===== config.mk =====
export PLATFORM = sky130hd
export DESIGN_NAME = hex_display_bank
export DESIGN_NICKNAME = d
export VERILOG_FILES = /design/src/rtl/hex_disp_pkg.sv /design/src/rtl/hex7seg_lut.sv /design/src/rtl/hex_display_bank.sv
export SDC_FILE = /design/constraint.sdc
export NUM_CORES = 1
export LEC_CHECK = 0
export ABC_AREA = 1
export CAP_MARGIN = 5
export CORE_AREA = 2 2 96 98
export DETAILED_ROUTE_END_ITERATION = 7
export DIE_AREA = 0 0 98 100
export DONT_BUFFER_PORTS = 1
export MAX_ROUTING_LAYER = met4
export PLACE_DENSITY = 0.74
export SLEW_MARGIN = 20
export SYNTH_ARGS = -nofsm -noshare
export SYNTH_HDL_FRONTEND = slang
export SYNTH_SLANG_ARGS = --single-unit

===== constraint.sdc =====
create_clock -name clock -period 6.7 [get_ports clock]
set_input_delay 0.67 -clock clock [delete_from_list [all_inputs] [get_ports clock]]
set_output_delay 0.67 -clock clock [all_outputs]
set_load 0.02 [all_outputs]

===== src/rtl/hex_disp_pkg.sv =====
// Shared constants for the hex display bank: active-low segment patterns
// for the sixteen hex glyphs, the blank pattern and segment bit indices.
package hex_disp_pkg;

   typedef logic [6:0] seg7_t;

   // All segments dark on an active-low board.
   localparam seg7_t SEG_BLANK_AL = 7'h7F;

   // Glyph patterns, bit order {g,f,e,d,c,b,a}, active-low.
   localparam seg7_t SEG_HEX_0 = 7'b1000000;
   localparam seg7_t SEG_HEX_1 = 7'b1111001;
   localparam seg7_t SEG_HEX_2 = 7'b0100100;
   localparam seg7_t SEG_HEX_3 = 7'b0110000;
   localparam seg7_t SEG_HEX_4 = 7'b0011001;
   localparam seg7_t SEG_HEX_5 = 7'b0010010;
   localparam seg7_t SEG_HEX_6 = 7'b0000010;
   localparam seg7_t SEG_HEX_7 = 7'b1111000;
   localparam seg7_t SEG_HEX_8 = 7'b0000000;
   localparam seg7_t SEG_HEX_9 = 7'b0010000;
   localparam seg7_t SEG_HEX_A = 7'b0001000;
   localparam seg7_t SEG_HEX_B = 7'b0000011;
   localparam seg7_t SEG_HEX_C = 7'b1000110;
   localparam seg7_t SEG_HEX_D = 7'b0100001;
   localparam seg7_t SEG_HEX_E = 7'b0000110;
   localparam seg7_t SEG_HEX_F = 7'b0001110;

   // Position of each named segment within a 7-bit digit field.
   localparam int SEG_A = 0;
   localparam int SEG_B = 1;
   localparam int SEG_C = 2;
   localparam int SEG_D = 3;
   localparam int SEG_E = 4;
   localparam int SEG_F = 5;
   localparam int SEG_G = 6;

endpackage


===== src/rtl/hex7seg_lut.sv =====
// Combinational nibble to 7-segment decoder, active-low output.
module hex7seg_lut
   import hex_disp_pkg::*;
(
   input  logic [3:0] nibble,
   output logic [6:0] seg
);

   seg7_t pattern;

   // Look up the glyph for the nibble.
   always_comb begin
      pattern = SEG_BLANK_AL;
      case (nibble)
         4'h0:    pattern = SEG_HEX_0;
         4'h1:    pattern = SEG_HEX_1;
         4'h2:    pattern = SEG_HEX_2;
         4'h3:    pattern = SEG_HEX_3;
         4'h4:    pattern = SEG_HEX_4;
         4'h5:    pattern = SEG_HEX_5;
         4'h6:    pattern = SEG_HEX_6;
         4'h7:    pattern = SEG_HEX_7;
         4'h8:    pattern = SEG_HEX_8;
         4'h9:    pattern = SEG_HEX_9;
         4'hA:    pattern = SEG_HEX_A;
         4'hB:    pattern = SEG_HEX_B;
         4'hC:    pattern = SEG_HEX_C;
         4'hD:    pattern = SEG_HEX_D;
         4'hE:    pattern = SEG_HEX_E;
         4'hF:    pattern = SEG_HEX_F;
         default: pattern = SEG_BLANK_AL;
      endcase
   end

   // Route table bits to the port by segment name, so a different pin
   // order only needs the index constants changed.
   always_comb begin
      seg        = 7'h00;
      seg[SEG_A] = pattern[0];
      seg[SEG_B] = pattern[1];
      seg[SEG_C] = pattern[2];
      seg[SEG_D] = pattern[3];
      seg[SEG_E] = pattern[4];
      seg[SEG_F] = pattern[5];
      seg[SEG_G] = pattern[6];
   end

endmodule


===== src/rtl/hex_display_bank.sv =====
// Registered bank of NUM_DIGITS hex displays with load/hold handshake,
// leading-zero blanking, per-digit blink and selectable polarity.
module hex_display_bank
   import hex_disp_pkg::*;
#(
   parameter int NUM_DIGITS     = 6,
   parameter int BLINK_DIV      = 25000000,
   parameter bit SEG_ACTIVE_LOW = 1'b1
)(
   input  logic                      clock,
   input  logic                      reset,
   input  logic                      load,
   input  logic                      hold,
   input  logic [4*NUM_DIGITS-1:0]   value,
   input  logic                      blank_lz_en,
   input  logic [NUM_DIGITS-1:0]     blink_mask,
   output logic                      load_ack,
   output logic [7*NUM_DIGITS-1:0]   seg
);

   localparam int            CNT_W     = $clog2(BLINK_DIV);
   localparam logic [CNT_W-1:0] CNT_LAST = CNT_W'(BLINK_DIV - 1);
   // Blank pattern in the board's polarity, used for the reset value.
   localparam seg7_t         SEG_BLANK = SEG_ACTIVE_LOW ? SEG_BLANK_AL : ~SEG_BLANK_AL;

   logic [4*NUM_DIGITS-1:0] value_q;
   logic                    loaded;
   logic [CNT_W-1:0]        blink_cnt;
   logic                    blink_ph;
   logic                    accept;
   logic [7*NUM_DIGITS-1:0] dec_al;
   logic [NUM_DIGITS-1:0]   lz_blank;
   logic [7*NUM_DIGITS-1:0] seg_next;

   assign accept = load & ~hold;

   // Capture the display value when a load is accepted.
   always_ff @(posedge clock or posedge reset) begin
      if (reset) begin
         value_q <= '0;
         loaded  <= 1'b0;
      end else if (accept) begin
         value_q <= value;
         loaded  <= 1'b1;
      end else begin
         value_q <= value_q;
         loaded  <= loaded;
      end
   end

   // One-cycle acknowledge for every accepted load.
   always_ff @(posedge clock or posedge reset) begin
      if (reset) begin
         load_ack <= 1'b0;
      end else begin
         load_ack <= accept;
      end
   end

   // Free-running blink prescaler; a load restarts it in the visible phase.
   always_ff @(posedge clock or posedge reset) begin
      if (reset) begin
         blink_cnt <= '0;
         blink_ph  <= 1'b0;
      end else if (accept) begin
         blink_cnt <= '0;
         blink_ph  <= 1'b0;
      end else if (blink_cnt == CNT_LAST) begin
         blink_cnt <= '0;
         blink_ph  <= ~blink_ph;
      end else begin
         blink_cnt <= blink_cnt + CNT_W'(1);
         blink_ph  <= blink_ph;
      end
   end

   genvar gi;
   generate
      for (gi = 0; gi < NUM_DIGITS; gi++) begin : g_lut
         hex7seg_lut u_lut (
            .nibble (value_q[4*gi +: 4]),
            .seg    (dec_al[7*gi +: 7])
         );
      end
   endgenerate

   // Walk from the top digit down; a digit is a leading zero while every
   // nibble at or above it is zero. Digit 0 always shows.
   always_comb begin
      logic all_zero;
      all_zero = 1'b1;
      lz_blank = '0;
      for (int i = NUM_DIGITS - 1; i >= 0; i--) begin
         all_zero    = all_zero & (value_q[4*i +: 4] == 4'h0);
         lz_blank[i] = all_zero & (i != 0);
      end
   end

   // Apply blanking precedence (unloaded > leading zero > blink), then polarity.
   always_comb begin
      seg7_t d;
      d        = SEG_BLANK_AL;
      seg_next = '0;
      for (int i = 0; i < NUM_DIGITS; i++) begin
         if (!loaded) begin
            d = SEG_BLANK_AL;
         end else if (blank_lz_en && lz_blank[i]) begin
            d = SEG_BLANK_AL;
         end else if (blink_ph && blink_mask[i]) begin
            d = SEG_BLANK_AL;
         end else begin
            d = dec_al[7*i +: 7];
         end
         seg_next[7*i +: 7] = SEG_ACTIVE_LOW ? d : ~d;
      end
   end

   // Output register.
   always_ff @(posedge clock or posedge reset) begin
      if (reset) begin
         seg <= {NUM_DIGITS{SEG_BLANK}};
      end else begin
         seg <= seg_next;
      end
   end

endmodule


# After elaboration in Yosys (flattened, before gate mapping)

Memories as Yosys holds them, arrays and structs flattened.
Index checks and enable logic that the tools add are counted.

Bits in registers: 94
Memory bits (read-only): 672
Input port bits: 35
Output and inout bits: 43
Word-level logic and storage cells: 59
Memories kept: 6

$add $sub $neg: 1
Eq/ne operators: 1
Mux-type cells: 21
Bitwise logic cells: 7
Reductions and logical operators: 17

Memory list:

| memory           | words | width | rd ports | clocked after memory_dff | wr ports | RTL line          | RTL |
|---|---|---|---|---|---|---|---|
| (name not given) | 16    | 7     | 1        | 0                        | 0        | hex7seg_lut.sv:14 | `case (nibble)` |
| (name not given) | 16    | 7     | 1        | 0                        | 0        | hex7seg_lut.sv:14 |  |
| (name not given) | 16    | 7     | 1        | 0                        | 0        | hex7seg_lut.sv:14 |  |
| (name not given) | 16    | 7     | 1        | 0                        | 0        | hex7seg_lut.sv:14 |  |
| (name not given) | 16    | 7     | 1        | 0                        | 0        | hex7seg_lut.sv:14 |  |
| (name not given) | 16    | 7     | 1        | 0                        | 0        | hex7seg_lut.sv:14 |  |

Operators by type and width:

| cell                                          | count |
|---|---|
| 2-to-1 mux 7 bit                              | 17 |
| 2-to-1 mux 25 bit                             | 2 |
| adder 25 x 1 -> 25 bit, second input constant | 1 |
| equality test 25 bit, second input constant   | 1 |
| logical NOT 4 bit                             | 5 |
| logical AND 1 bit                             | 11 |
| bitwise AND 1 bit                             | 5 |
| 2-to-1 mux 1 bit                              | 2 |
| inverter 1 bit                                | 2 |
| nonzero test 2 bit                            | 1 |

# Longest topological paths before layout

Gate-level depths: netlist of run 1.

Depth after elaboration: 8
Mapped depth: 9
Depth with buffers taken out: 9

# By module

Synthesis of run 1 repeated with hierarchy kept, for this count alone.

Cells, all modules: 749
Area total of the unflattened synthesis: 5,699.2 µm²

By module, submodules not included:

| module                            | instances | cells an instance | area each (µm²) | sequential area each (µm²) |
|---|---|---|---|---|
| hex_display_bank                  | 1         | 453               | 4,053.9         | 2,404.8 |
| hex7seg_lut at g_lut[0].u_lut ... | 5         | 49                | 274.0           | 0.0 |
| hex7seg_lut at g_lut[1].u_lut     | 1         | 51                | 275.3           | 0.0 |

# Least setup slack after synthesis of run 1

No wires, ideal clock.

Path type: in2reg
Start: input load
End: register value_q[21]
Setup time: 127 ps
Arrival time: 1,351 ps
Data required time: 6,573 ps
Setup slack: 5,222 ps
Stages on the path: 5
Buffers on the path: 2
Path through: inv_1 -> nor2_2 -> buf_2 -> buf_2 -> o21ai_0

Longest elaborated chain between the ends: 1

RTL lines:

| what                   | RTL line               | RTL |
|---|---|---|
| start: declaration     | hex_display_bank.sv:12 | `input logic load,` |
| bitwise AND 1 bit      | hex_display_bank.sv:35 | `assign accept = load & ~hold;` |
| end signal: assignment | hex_display_bank.sv:43 | `value_q <= value;` |
| end signal: assignment | hex_display_bank.sv:46 | `value_q <= value_q;` |
| end: declaration       | hex_display_bank.sv:26 | `logic [4*NUM_DIGITS-1:0] value_q;` |

No other way between the ends.
A chain may end at the register's enable or synchronous reset.

# Final worst setup path of run 1

Start: input load
End: register blink_ph

Longest elaborated chain between the ends: 2
Elaborated cells between the ends (all ways): 3
Those cells by class: mux: 1; bitwise: 1; reduce/logical: 1

RTL lines:

| what                                                   | RTL line               | RTL |
|---|---|---|
| bitwise AND 1 bit *                                    | hex_display_bank.sv:35 |  |
| 2-to-1 mux 1 bit or nonzero test 2 bit (tied branches) | --                     |  |
| end signal: assignment                                 | hex_display_bank.sv:70 | `blink_ph <= ~blink_ph;` |
| end signal: assignment                                 | hex_display_bank.sv:73 | `blink_ph <= blink_ph;` |
| end: declaration                                       | hex_display_bank.sv:29 | `logic blink_ph;` |

Mark *: on every way between the ends. The rest lies on a longest branch, timed or not.

==> results of run 1 <==
[final cells by class]
| class | instances | area (um2) |
|---|---|---|
| clock buffers | 11 | 131.4 |
| clock inverters | 5 | 58.81 |
| fillers | 778 | 3510 |
| inverters | 62 | 234.0 |
| multi-input cells | 440 | 2397 |
| flip-flops and latches | 94 | 2405 |
| well taps | 111 | 138.9 |
| repair buffers | 2 | 15.01 |
[per-stage QoR]
| step | util [%] | setup slack (ns) |
|---|---|---|
| 2_1_floorplan | - | 3.651 |
| 3_3_place_gp | 58.38 | 4.612 |
| 3_5_place_dp | 58.38 | 4.578 |
| 4_1_cts | 60.52 | 4.951 |
| 5_1_grt | 60.52 | 4.739 |
| 6_report | 60.52 | 4.949 |
[state kept, by name, summed over array words and instances, names as in the netlist]
signal,flops
load_ack,1
loaded,1
blink_ph,1
seg,42
value_q,24
blink_cnt,25
[metal layers]
| metal | global-route usage (%) | wire length (um) |
|---|---|---|
| met1 | 30.71 | 4700 |
| met2 | 38.09 | 5177 |
| met3 | 4.596 | 561 |
| met4 | 4.380 | 68 |
| met5 | - | 0 |
[report_power, final]
| part | leakage (nW) | switching [mW] | internal [mW] |
|---|---|---|---|
| clock | 0.0899 | 0.198 | 0.174 |
| combinational | 1.19 | 0.156 | 0.0884 |
| sequential | 1.11 | 0.155 | 0.712 |
[kinds of logic after synthesis]
family,count (synthesis)
AO/OA/AOI/OAI,98
XOR/XNOR,9
adder cells (fa/ha/maj),34
buffers and inverters,78
flip-flops,94
AND/OR/NAND/NOR,299
[how the worst max path moves through the flow]
stage | end | slack (ns) | cells past startpoint
after floorplan | blink_cnt[0] | 3.65 | 1
after global routing | blink_ph | 4.74 | 7
after detailed placement | blink_cnt[16] | 4.58 | 6
after global placement | blink_ph | 4.61 | 7
after CTS | blink_ph | 4.95 | 7
final | blink_ph | 4.95 | 7
[Yosys cell counts, types with 2 or more instances]
| cell | count |
|---|---|
| nor2_4 | 5 |
| inv_1 | 59 |
| buf_2 | 8 |
| dfrtp_1 | 52 |
| ha_1 | 34 |
| a21oi_1 | 22 |
| nand3_2 | 3 |
| a31oi_1 | 7 |
| o2111ai_1 | 7 |
| o211ai_1 | 12 |
| xor2_1 | 4 |
| nand2_1 | 146 |
| nand3_1 | 38 |
| o21ai_0 | 42 |
| inv_2 | 3 |
| clkbuf_1 | 7 |
| nand3b_1 | 4 |
| o22ai_1 | 2 |
| nor2_2 | 8 |
| nand2_2 | 4 |
| a22oi_1 | 2 |
| nand4_1 | 4 |
| dfstp_2 | 42 |
| nor2_1 | 74 |
| xnor2_1 | 5 |
| nor3_1 | 11 |
==> impl_metrics.py, run 1 <==
metrics = {
    "clock_tree": {
        "cts_resized": 0,
        "cts_tree": "built",
        "numCtsBuffers": 9,
        "cts_sinks": 94,
        "cts.hold.buffers_added": 0,
        "clk_path_buf_depth": 2,
        "htree_levels": 3,
        "clk_pin_slew_ns": 0.09,
        "root_buffer": "clkbuf_8",
        "clk_latency_ns": 0.35,
        "postCtsSetupRepairBufs": 0,
    },
    "power_and_ir_drop": {
        "p_per_area_nw_per_um2": 275.7,
        "power_mw": 1.483,
        "p_leak_nw": 2.390,
        "irDropWorstVdd_v": 0.0001275,
    },
    "worst_setup_path": {
        "critical_path_class": "in -> reg",
        "cpPeakStageDelay_ns": 0.42,
        "critical_path.top_delay_family": "simple AND/OR/NAND/NOR gates",
        "cp_max_fo": 36,
        "rrSetupSlack_ns": 5.03,
        "timing.critical_path.buf_inv": 3,
        "crit_path_start_kind": "input port",
        "critPathLaunch": "load",
        "r2r_start": "blink_cnt[0]",
        "r2r_end": "blink_ph",
        "worstPathRequired_ns": 6.99,
        "crit_path_cell_trace": "inv_1 > nor2_4 > buf_4 > inv_1 > o21ai_2 > nand2_1 > nand2_1",
        "crit_arrival_ns": 2.04,
        "r2r_cells": 7,
        "critPathSlowestCell": "nor2_4",
        "critPathCaptureType": "register",
    },
    "floorplan": {
        "die_w_um": 98,
        "coreArea_um2": 8890,
        "start_util_pct": 57.45,
        "fp-row-count": 35,
        "dieArea_um2": 9800,
        "io_pins": 78,
        "dieHeight_um": 100,
    },
    "synthesis": {
        "yosysWarnings": 0,
        "synth_cells": 612,
        "async_flop_share_pct": 100.0,
        "synth_top_family_by_area": "simple AND/OR/NAND/NOR gates",
        "synth_compound_area_share_pct": 11.32,
        "synth_ff_type": "dfrtp_1",
        "synth-simple-area-share_pct": 25.65,
        "ys_types": 33,
        "synth_nets": 681,
        "yosys.area.top_type": "dfrtp_1",
        "ys_seq_area_share_pct": 47.08,
        "yosysTopAreaCellShare_pct": 25.48,
        "synth_fa_ha_area_share_pct": 8.329,
        "synth_edf_count": 0,
        "avgSynthCellArea_um2": 8.345,
        "synth-xor-area-share_pct": 1.543,
        "synth_area_um2": 5107,
        "synth.mux.area_fraction_pct": 0,
        "synth-seq-cells": 94,
        "synthTopCellsByArea": "dfrtp_1 (25%), dfstp_2 (22%), nand2_1 (11%)",
    },
    "placed_design": {
        "placed_area_um2": 5190,
        "dp.cells": 709,
        "place_congestion": 0.9297,
        "port_buffers": 0,
        "post-dp-hpwl_um": 7759,
    },
    "global_routing": {
        "grt_pass1_wl_um": 18040,
        "grt_usage_pct": 23.25,
        "first_global_vias": 3879,
        "antenna_found_initial": 0,
        "grt_max_degree": 66,
        "grt_overflow_total": 0,
    },
    "sta": {
        "hold_ws_ns": 0.1867,
        "post-route-period-util_pct": 26.13,
        "fin_crit_ns": 1.751,
        "setup_viol": 0,
        "relSlewSlack_pct": 46.74,
        "final-hold-violation-count": 0,
        "timing.setup.tns_ns": 0,
        "fin_skew_ns": 0.01254,
        "rsz0062_at_grt": "no",
        "tightest_slew_ns": 0.7989,
        "maxSlewViolCount": 0,
        "fmax_mhz": 571.2,
    },
    "flow_run": {
        "maxCapViolCount": 0,
    },
    "routing": {
        "avgViaCountPerCell": 5.568,
        "dr_total_vias": 4037,
        "wl_per_cell_um": 14.50,
        "drt_first_pass_iters": 4,
        "drt_iter0_drc": 230,
        "drc_errors": 0,
        "postRouteAntennaNets": 0,
        "wl_um": 10510,
    },
    "cells_and_area": {
        "final_cell_area_um2": 5380,
        "final_common_cell": "nand2_1",
        "antenna_cells": 0,
        "nNetsFinal": 678,
        "area_growth_pct": 5.341,
        "final_cell_mix": "nand2_1 (146), nor2_1 (74), inv_1 (58), dfrtp_1 (52)",
        "final_cells": 725,
        "drive_above_1_share_pct": 13.84,
    },
    "outcome": {
        "outcome": "complete, no violations",
    },
    "min_path": {
        "hold_class": "in -> async",
    },
}
(Power assumes the default switching activity.)
==> run 2: changes to the inputs <==
--- a/config.mk
+++ b/config.mk
@@ -7,12 +7,12 @@
 export LEC_CHECK = 0
 export ABC_AREA = 1
 export CAP_MARGIN = 5
-export CORE_AREA = 2 2 96 98
+export CORE_AREA = 2 2 97 99
 export DETAILED_ROUTE_END_ITERATION = 7
-export DIE_AREA = 0 0 98 100
+export DIE_AREA = 0 0 99 101
 export DONT_BUFFER_PORTS = 1
 export MAX_ROUTING_LAYER = met4
-export PLACE_DENSITY = 0.74
+export PLACE_DENSITY = 0.76
 export SLEW_MARGIN = 20
 export SYNTH_ARGS = -nofsm -noshare
 export SYNTH_HDL_FRONTEND = slang
==> constraint.sdc (replaced) <==
create_clock -name clock -period 1.6 [get_ports clock]
set_input_delay 0.16 -clock clock [delete_from_list [all_inputs] [get_ports clock]]
set_output_delay 0.16 -clock clock [all_outputs]
set_load 0.02 [all_outputs]
==> run 2 against run 1 <==
Against the previous run: via count rose by 3.0%; clock power rose to 4.1 times the previous value; routed wire length up 2.0%; critical path depth decreased by 1; register-to-register slack worse by 5.0 ns; global-route usage grew 0.31 points; total power grew to 4.3 times the previous value; core utilization rose by 4.3 points; largest cell class is now multi-input gates; largest power group unchanged.
==> impl_metrics.py, run 2 (synthesized netlist as in run 1, its figures left out) <==
metrics = {
    "power_and_ir_drop": {
        "p_int_mw": 4.049,
        "p_comb_share_pct": 18.6,
        "p_sw_mw": 2.289,
        "pwr-share-seq_pct": 57.2,
        "irDropWorstVdd_v": 0.0006582,
        "p_clk_share_pct": 24.2,
        "p_per_area_nw_per_um2": 1089,
        "p_leak_nw": 2.574,
        "power_mw": 6.338,
        "swShare_pct": 36.11,
    },
    "cells_and_area": {
        "drive_above_1_share_pct": 17.30,
        "final_cell_mix": "nand2_1 (145), nor2_1 (73), inv_1 (53), dfrtp_1 (49)",
        "final_cells": 764,
        "largest_registers": "seg: 42 flops, blink_cnt: 25 flops, value_q: 24 flops",
        "nNetsFinal": 717,
        "final_cell_area_um2": 5818,
        "final_common_cell": "nand2_1",
        "antenna_cells": 0,
        "top_register": "seg",
        "area_growth_pct": 13.91,
        "largest_register_ffs": 42,
    },
    "sta": {
        "final-hold-violation-count": 0,
        "timing.setup.tns_ns": 0,
        "maxSlewViolCount": 0,
        "relSlewSlack_pct": 65.99,
        "hold_ws_ns": 0.04902,
        "fin_crit_ns": 1.525,
        "rsz0062_at_grt": "yes",
        "fmax_mhz": 655.7,
        "tightest_slew_ns": 0.5038,
        "setup_viol": 0,
        "post-route-period-util_pct": 95.32,
        "fin_skew_ns": 0.009685,
    },
    "floorplan": {
        "start_util_pct": 56.89,
        "dieHeight_um": 101,
        "fp-row-count": 35,
        "coreArea_um2": 8977,
        "dieArea_um2": 9999,
        "io_pins": 78,
        "die_w_um": 99,
    },
    "clock_tree": {
        "clk_pin_slew_ns": 0.10,
        "cts_tree": "built",
        "numCtsBuffers": 9,
        "clk_path_buf_depth": 2,
        "root_buffer": "clkbuf_8",
        "clk_latency_ns": 0.38,
        "cts_sinks": 94,
        "htree_levels": 3,
    },
    "global_routing": {
        "first_global_vias": 3971,
        "grt_pass1_wl_um": 18460,
        "grt_overflow_total": 0,
        "grt_max_degree": 43,
        "grt_usage_pct": 23.56,
        "antenna_found_initial": 0,
    },
    "routing": {
        "drt_iter0_drc": 273,
        "wl_per_cell_um": 14.03,
        "postRouteAntennaNets": 0,
        "wl_um": 10720,
        "drc_errors": 0,
        "avgViaCountPerCell": 5.442,
        "dr_total_vias": 4158,
        "drt_first_pass_iters": 5,
    },
    "worst_setup_path": {
        "worstPathRequired_ns": 1.90,
        "crit_path_start_kind": "register",
        "cp_max_fo": 7,
        "r2r_cells": 6,
        "critical_path_class": "reg -> reg",
        "critPathCaptureType": "register",
        "crit_arrival_ns": 1.82,
    },
    "placed_design": {
        "placed_area_um2": 5293,
        "post-dp-hpwl_um": 7827,
        "dp.cells": 719,
        "place_congestion": 0.9455,
        "port_buffers": 0,
    },
    "flow_run": {
        "maxCapViolCount": 0,
    },
    "min_path": {
        "min_path_cells": 4,
        "hold_class": "in -> reg",
    },
    "outcome": {
        "outcome": "complete, no violations",
    },
}
-- run 2: cell count changes in the layout (fill, tap and decap cells not counted), moves of 2 or more --
| cell | change |
|---|---|
| inv_2 | +5 |
| buf_12 | +2 |
| inv_1 | -5 |
| ha_2 | +2 |
| buf_4 | +11 |
| clkinv_4 | +2 |
| nor2_4 | +2 |
| clkbuf_1 | -2 |
| dfrtp_1 | -3 |
| ha_1 | -2 |
| dlygate4sd3_1 | +26 |
| dfrtp_2 | +3 |
-- run 2: critical path: stages (launching register included) --
cell and delay, ns:
dfrtp_1 0.45, inv_1 0.14, ha_1 0.19, inv_1 0.07
nor2_2 0.29, nand4_4 0.18, o211ai_1 0.13
-- run 2: power by group through the flow --
stage | Clock (mW) | Combinational [mW] | Sequential [mW]
2_1_floorplan | 0 | 0.899 | 3.54
3_3_place_gp | 0 | 1.05 | 3.66
3_5_place_dp | 0 | 1.08 | 3.67
4_1_cts | 1.57 | 1.14 | 3.63
5_1_grt | 1.66 | 1.37 | 3.68
6_report | 1.53 | 1.18 | 3.63
-- run 2: layout make-up --
type | count | area [um2]
Tap cell | 111 | 138.9
Sequential cell | 94 | 2409
Clock inverter | 7 | 67.56
Fill cell | 712 | 3159
Timing Repair Buffer | 41 | 397.9
Multi-Input combinational cell | 440 | 2445
Inverter | 62 | 236.5
Clock buffer | 9 | 123.9
-- run 2: timing repair --
action,4_1_cts,5_1_grt
hold buffers,26,0
buffers inserted,0,3
endpoints found under the hold margin,45,0
resized for setup,0,18
setup endpoints to repair,0,24
-- run 2: metrics by stage --
step / util, % / setup slack, ns
floorplan: - / 0.2635
global placement: 58.95 / 0.1312
detailed placement: 58.95 / 0.08653
CTS: 63.99 / 0.05698
global route: 64.81 / -0.02941
finish: 64.81 / 0.07487
-- run 2: routing by layer --
metal  vias up  wire length (um)  track usage, %
li1       2067                 -               -
met3        17               527           4.785
met4         0               194           7.060
met1      1942              4806           31.01
met5         -                 0               -
met2       132              5191           37.16
-- run 2: final timing paths --
| kind | start | to | slack, ns |
|---|---|---|---|
| hold / removal | blink_mask[3] | seg[26] | 0.05 |
| hold reg to reg | value_q[3] | seg[2] | 0.55 |
| setup / recovery | value_q[9] | seg[9] | 0.07 |
| max in group asynchronous | reset | seg[35] | 0.71 |
| setup reg to reg | value_q[9] | seg[9] | 0.07 |
| min in group asynchronous | reset | value_q[11] | 0.28 |
==> run 3: changes to the inputs <==
--- a/config.mk
+++ b/config.mk
@@ -7,12 +7,12 @@
 export LEC_CHECK = 0
 export ABC_AREA = 1
 export CAP_MARGIN = 5
-export CORE_AREA = 2 2 97 99
+export CORE_AREA = 2 2 80 120
 export DETAILED_ROUTE_END_ITERATION = 7
-export DIE_AREA = 0 0 99 101
+export DIE_AREA = 0 0 82 122
 export DONT_BUFFER_PORTS = 1
 export MAX_ROUTING_LAYER = met4
-export PLACE_DENSITY = 0.76
+export PLACE_DENSITY = 0.75
 export SLEW_MARGIN = 20
 export SYNTH_ARGS = -nofsm -noshare
 export SYNTH_HDL_FRONTEND = slang
==> constraint.sdc (replaced) <==
create_clock -name clock -period 1.6 [get_ports clock]
set_input_delay 0.16 -clock clock [delete_from_list [all_inputs] [get_ports clock]]
set_output_delay 0.16 -clock clock [all_outputs]
set_load 0.01 [all_outputs]
==> run 3 against run 2 <==
Against the previous run: flip-flop and latch count unchanged; sequential power decreased by 5.8%; final area increased by 0.69%; first-iteration DRC count decreased by 14%; combinational power about the same; clock power increased by 42%; clock-buffer cell count unchanged; critical path depth unchanged; via count increased by 3.3%; non-clock buffer count decreased by 6; clock skew decreased by 0.0021 ns; sequential share of layout area decreased by 0.28 points; highest routed layer unchanged.
==> impl_metrics.py, run 3 (synthesized netlist as in run 1, its figures left out) <==
metrics = {
    "cells_and_area": {
        "seqCellArea_um2": 2409,
        "final_cell_area_um2": 5858,
        "drive_above_1_share_pct": 16.69,
        "final_cells": 759,
        "nNetsFinal": 711,
        "area_growth_pct": 14.70,
        "largest_registers": "seg: 42 flops, blink_cnt: 25 flops, value_q: 24 flops",
        "top_register": "seg",
        "final_common_cell": "nand2_1",
        "multi_input_area_um2": 2435,
        "antenna_cells": 0,
        "fill_cells": 736,
        "fin_util_pct": 64.81,
        "final_cell_mix": "nand2_1 (145), nor2_1 (72), inv_1 (52), dfrtp_1 (49)",
        "largest_register_ffs": 42,
    },
    "power_and_ir_drop": {
        "p_per_area_nw_per_um2": 1154,
        "pwr-share-seq_pct": 50.6,
        "p_sw_mw": 2.123,
        "p_leak_nw": 2.587,
        "irDropWorstVdd_v": 0.0008101,
        "p_clk_share_pct": 32.1,
        "p_int_mw": 4.638,
        "swShare_pct": 31.40,
        "p_comb_share_pct": 17.3,
        "power_mw": 6.761,
    },
    "sta": {
        "fin_skew_ns": 0.007575,
        "relSlewSlack_pct": 66.95,
        "hold_ws_ns": 0.02907,
        "tightest_slew_ns": 0.4957,
        "setup_viol": 0,
        "fmax_mhz": 655.5,
        "finalWorstSetupSlack_ns": 0.07445,
        "post-route-period-util_pct": 95.35,
        "fin_crit_ns": 1.526,
        "final-hold-violation-count": 0,
        "rsz0062_at_grt": "yes",
        "timing.setup.tns_ns": 0,
        "maxSlewViolCount": 0,
    },
    "worst_setup_path": {
        "critPathSlowestCell": "dfrtp_2",
        "crit_path_cell_trace": "inv_2 > ha_1 > inv_1 > nor3_4 > nand2_2 > o2111ai_1",
        "cp_max_fo": 7,
        "r2r_end": "seg[25]",
        "critPathLaunch": "value_q[12]",
        "rrSetupSlack_ns": 0.07,
        "worstPathRequired_ns": 1.86,
        "timing.critical_path.buf_inv": 2,
        "critical_path_class": "reg -> reg",
        "r2r_start": "value_q[12]",
        "r2r_cells": 6,
        "critPathCaptureType": "register",
        "critical_path.top_delay_family": "simple AND/OR/NAND/NOR gates",
        "crit_arrival_ns": 1.78,
        "cpPeakStageDelay_ns": 0.45,
        "crit_path_start_kind": "register",
    },
    "routing": {
        "drc_errors": 0,
        "drt_first_pass_iters": 5,
        "postRouteAntennaNets": 0,
        "dr_total_vias": 4296,
        "wl_um": 11650,
        "avgViaCountPerCell": 5.660,
        "wl_per_cell_um": 15.34,
        "drt_iter0_drc": 236,
    },
    "clock_tree": {
        "numCtsBuffers": 9,
        "htree_levels": 3,
        "root_buffer": "clkbuf_16",
        "clk_path_buf_depth": 2,
        "clk_pin_slew_ns": 0.07,
        "cts_sinks": 94,
        "cts_tree": "built",
        "clk_latency_ns": 0.35,
    },
    "global_routing": {
        "grt_usage_pct": 25.53,
        "antenna_found_initial": 0,
        "grt_max_degree": 95,
        "grt_overflow_total": 0,
        "first_global_vias": 4167,
        "grt_pass1_wl_um": 19070,
    },
    "min_path": {
        "min_from": "hold",
        "hold_path_end": "loaded",
        "min_path_cells": 3,
        "hold_class": "in -> reg",
    },
    "floorplan": {
        "start_util_pct": 56.51,
        "die_w_um": 82,
        "fp-row-count": 43,
        "coreArea_um2": 9039,
        "io_pins": 78,
        "dieArea_um2": 10000,
        "dieHeight_um": 122,
    },
    "placed_design": {
        "placed_area_um2": 5244,
        "dp.cells": 715,
        "place_congestion": 0.9398,
        "port_buffers": 0,
        "post-dp-hpwl_um": 8414,
        "pre_cts_slack_ns": 0.05789,
    },
    "flow_run": {
        "maxCapViolCount": 0,
    },
    "outcome": {
        "outcome": "complete, no violations",
    },
}
==> run 3: worst max-delay path by stage <==
stage               end  slack, ns  depth (start not counted)
2_1_floorplan   seg[11]       0.26                          6
3_3_place_gp     seg[9]       0.12                          6
3_5_place_dp    seg[11]       0.06                          6
4_1_cts         seg[11]       0.02                          6
5_1_grt        blink_ph      -0.02                          8
6_report        seg[25]       0.07                          6
==> run 3: layout make-up <==
class                      count  share of cell area [%]
multi-input combinational    440                   41.56
sequential                    94                   41.11
timing repair buffer          35                   5.831
inverter                      62                   4.037
clock buffer                   9                   3.845
tap                          112                   2.392
clock inverter                 7                   1.217
==> run 3: tightest hold or removal path, cell delays in order <==
cell     delay (ns)
nor2_4         0.03
inv_1          0.09
nand2_1        0.05
==> run 3: power by group through the flow <==
stage / logic (mW) / registers [mW] / clock network [mW]
floorplan: 0.899 / 3.32 / 0
CTS: 1.12 / 3.42 / 2.20
global route: 1.33 / 3.48 / 2.32
detailed placement: 1.06 / 3.46 / 0
global placement: 1.03 / 3.44 / 0
finish: 1.17 / 3.42 / 2.17
==> run 3: repair_timing <==
action | in CTS | in global routing
hold buffers | 25 | 0
gates resized for setup | 0 | 18
setup endpoints to repair | 0 | 37
setup buffers | 0 | 3
endpoints found under the hold margin | 76 | 0
==> run 3: layer usage <==
metal	wire, um	part of all wire (%)	track usage [%]	vias up
li1	-	-	-	2063
met1	4296	37	25.88	2057
met2	6290	54	44.16	139
met3	592	5.1	5.407	37
met4	465	4.0	14.90	0
met5	0	0	-	-
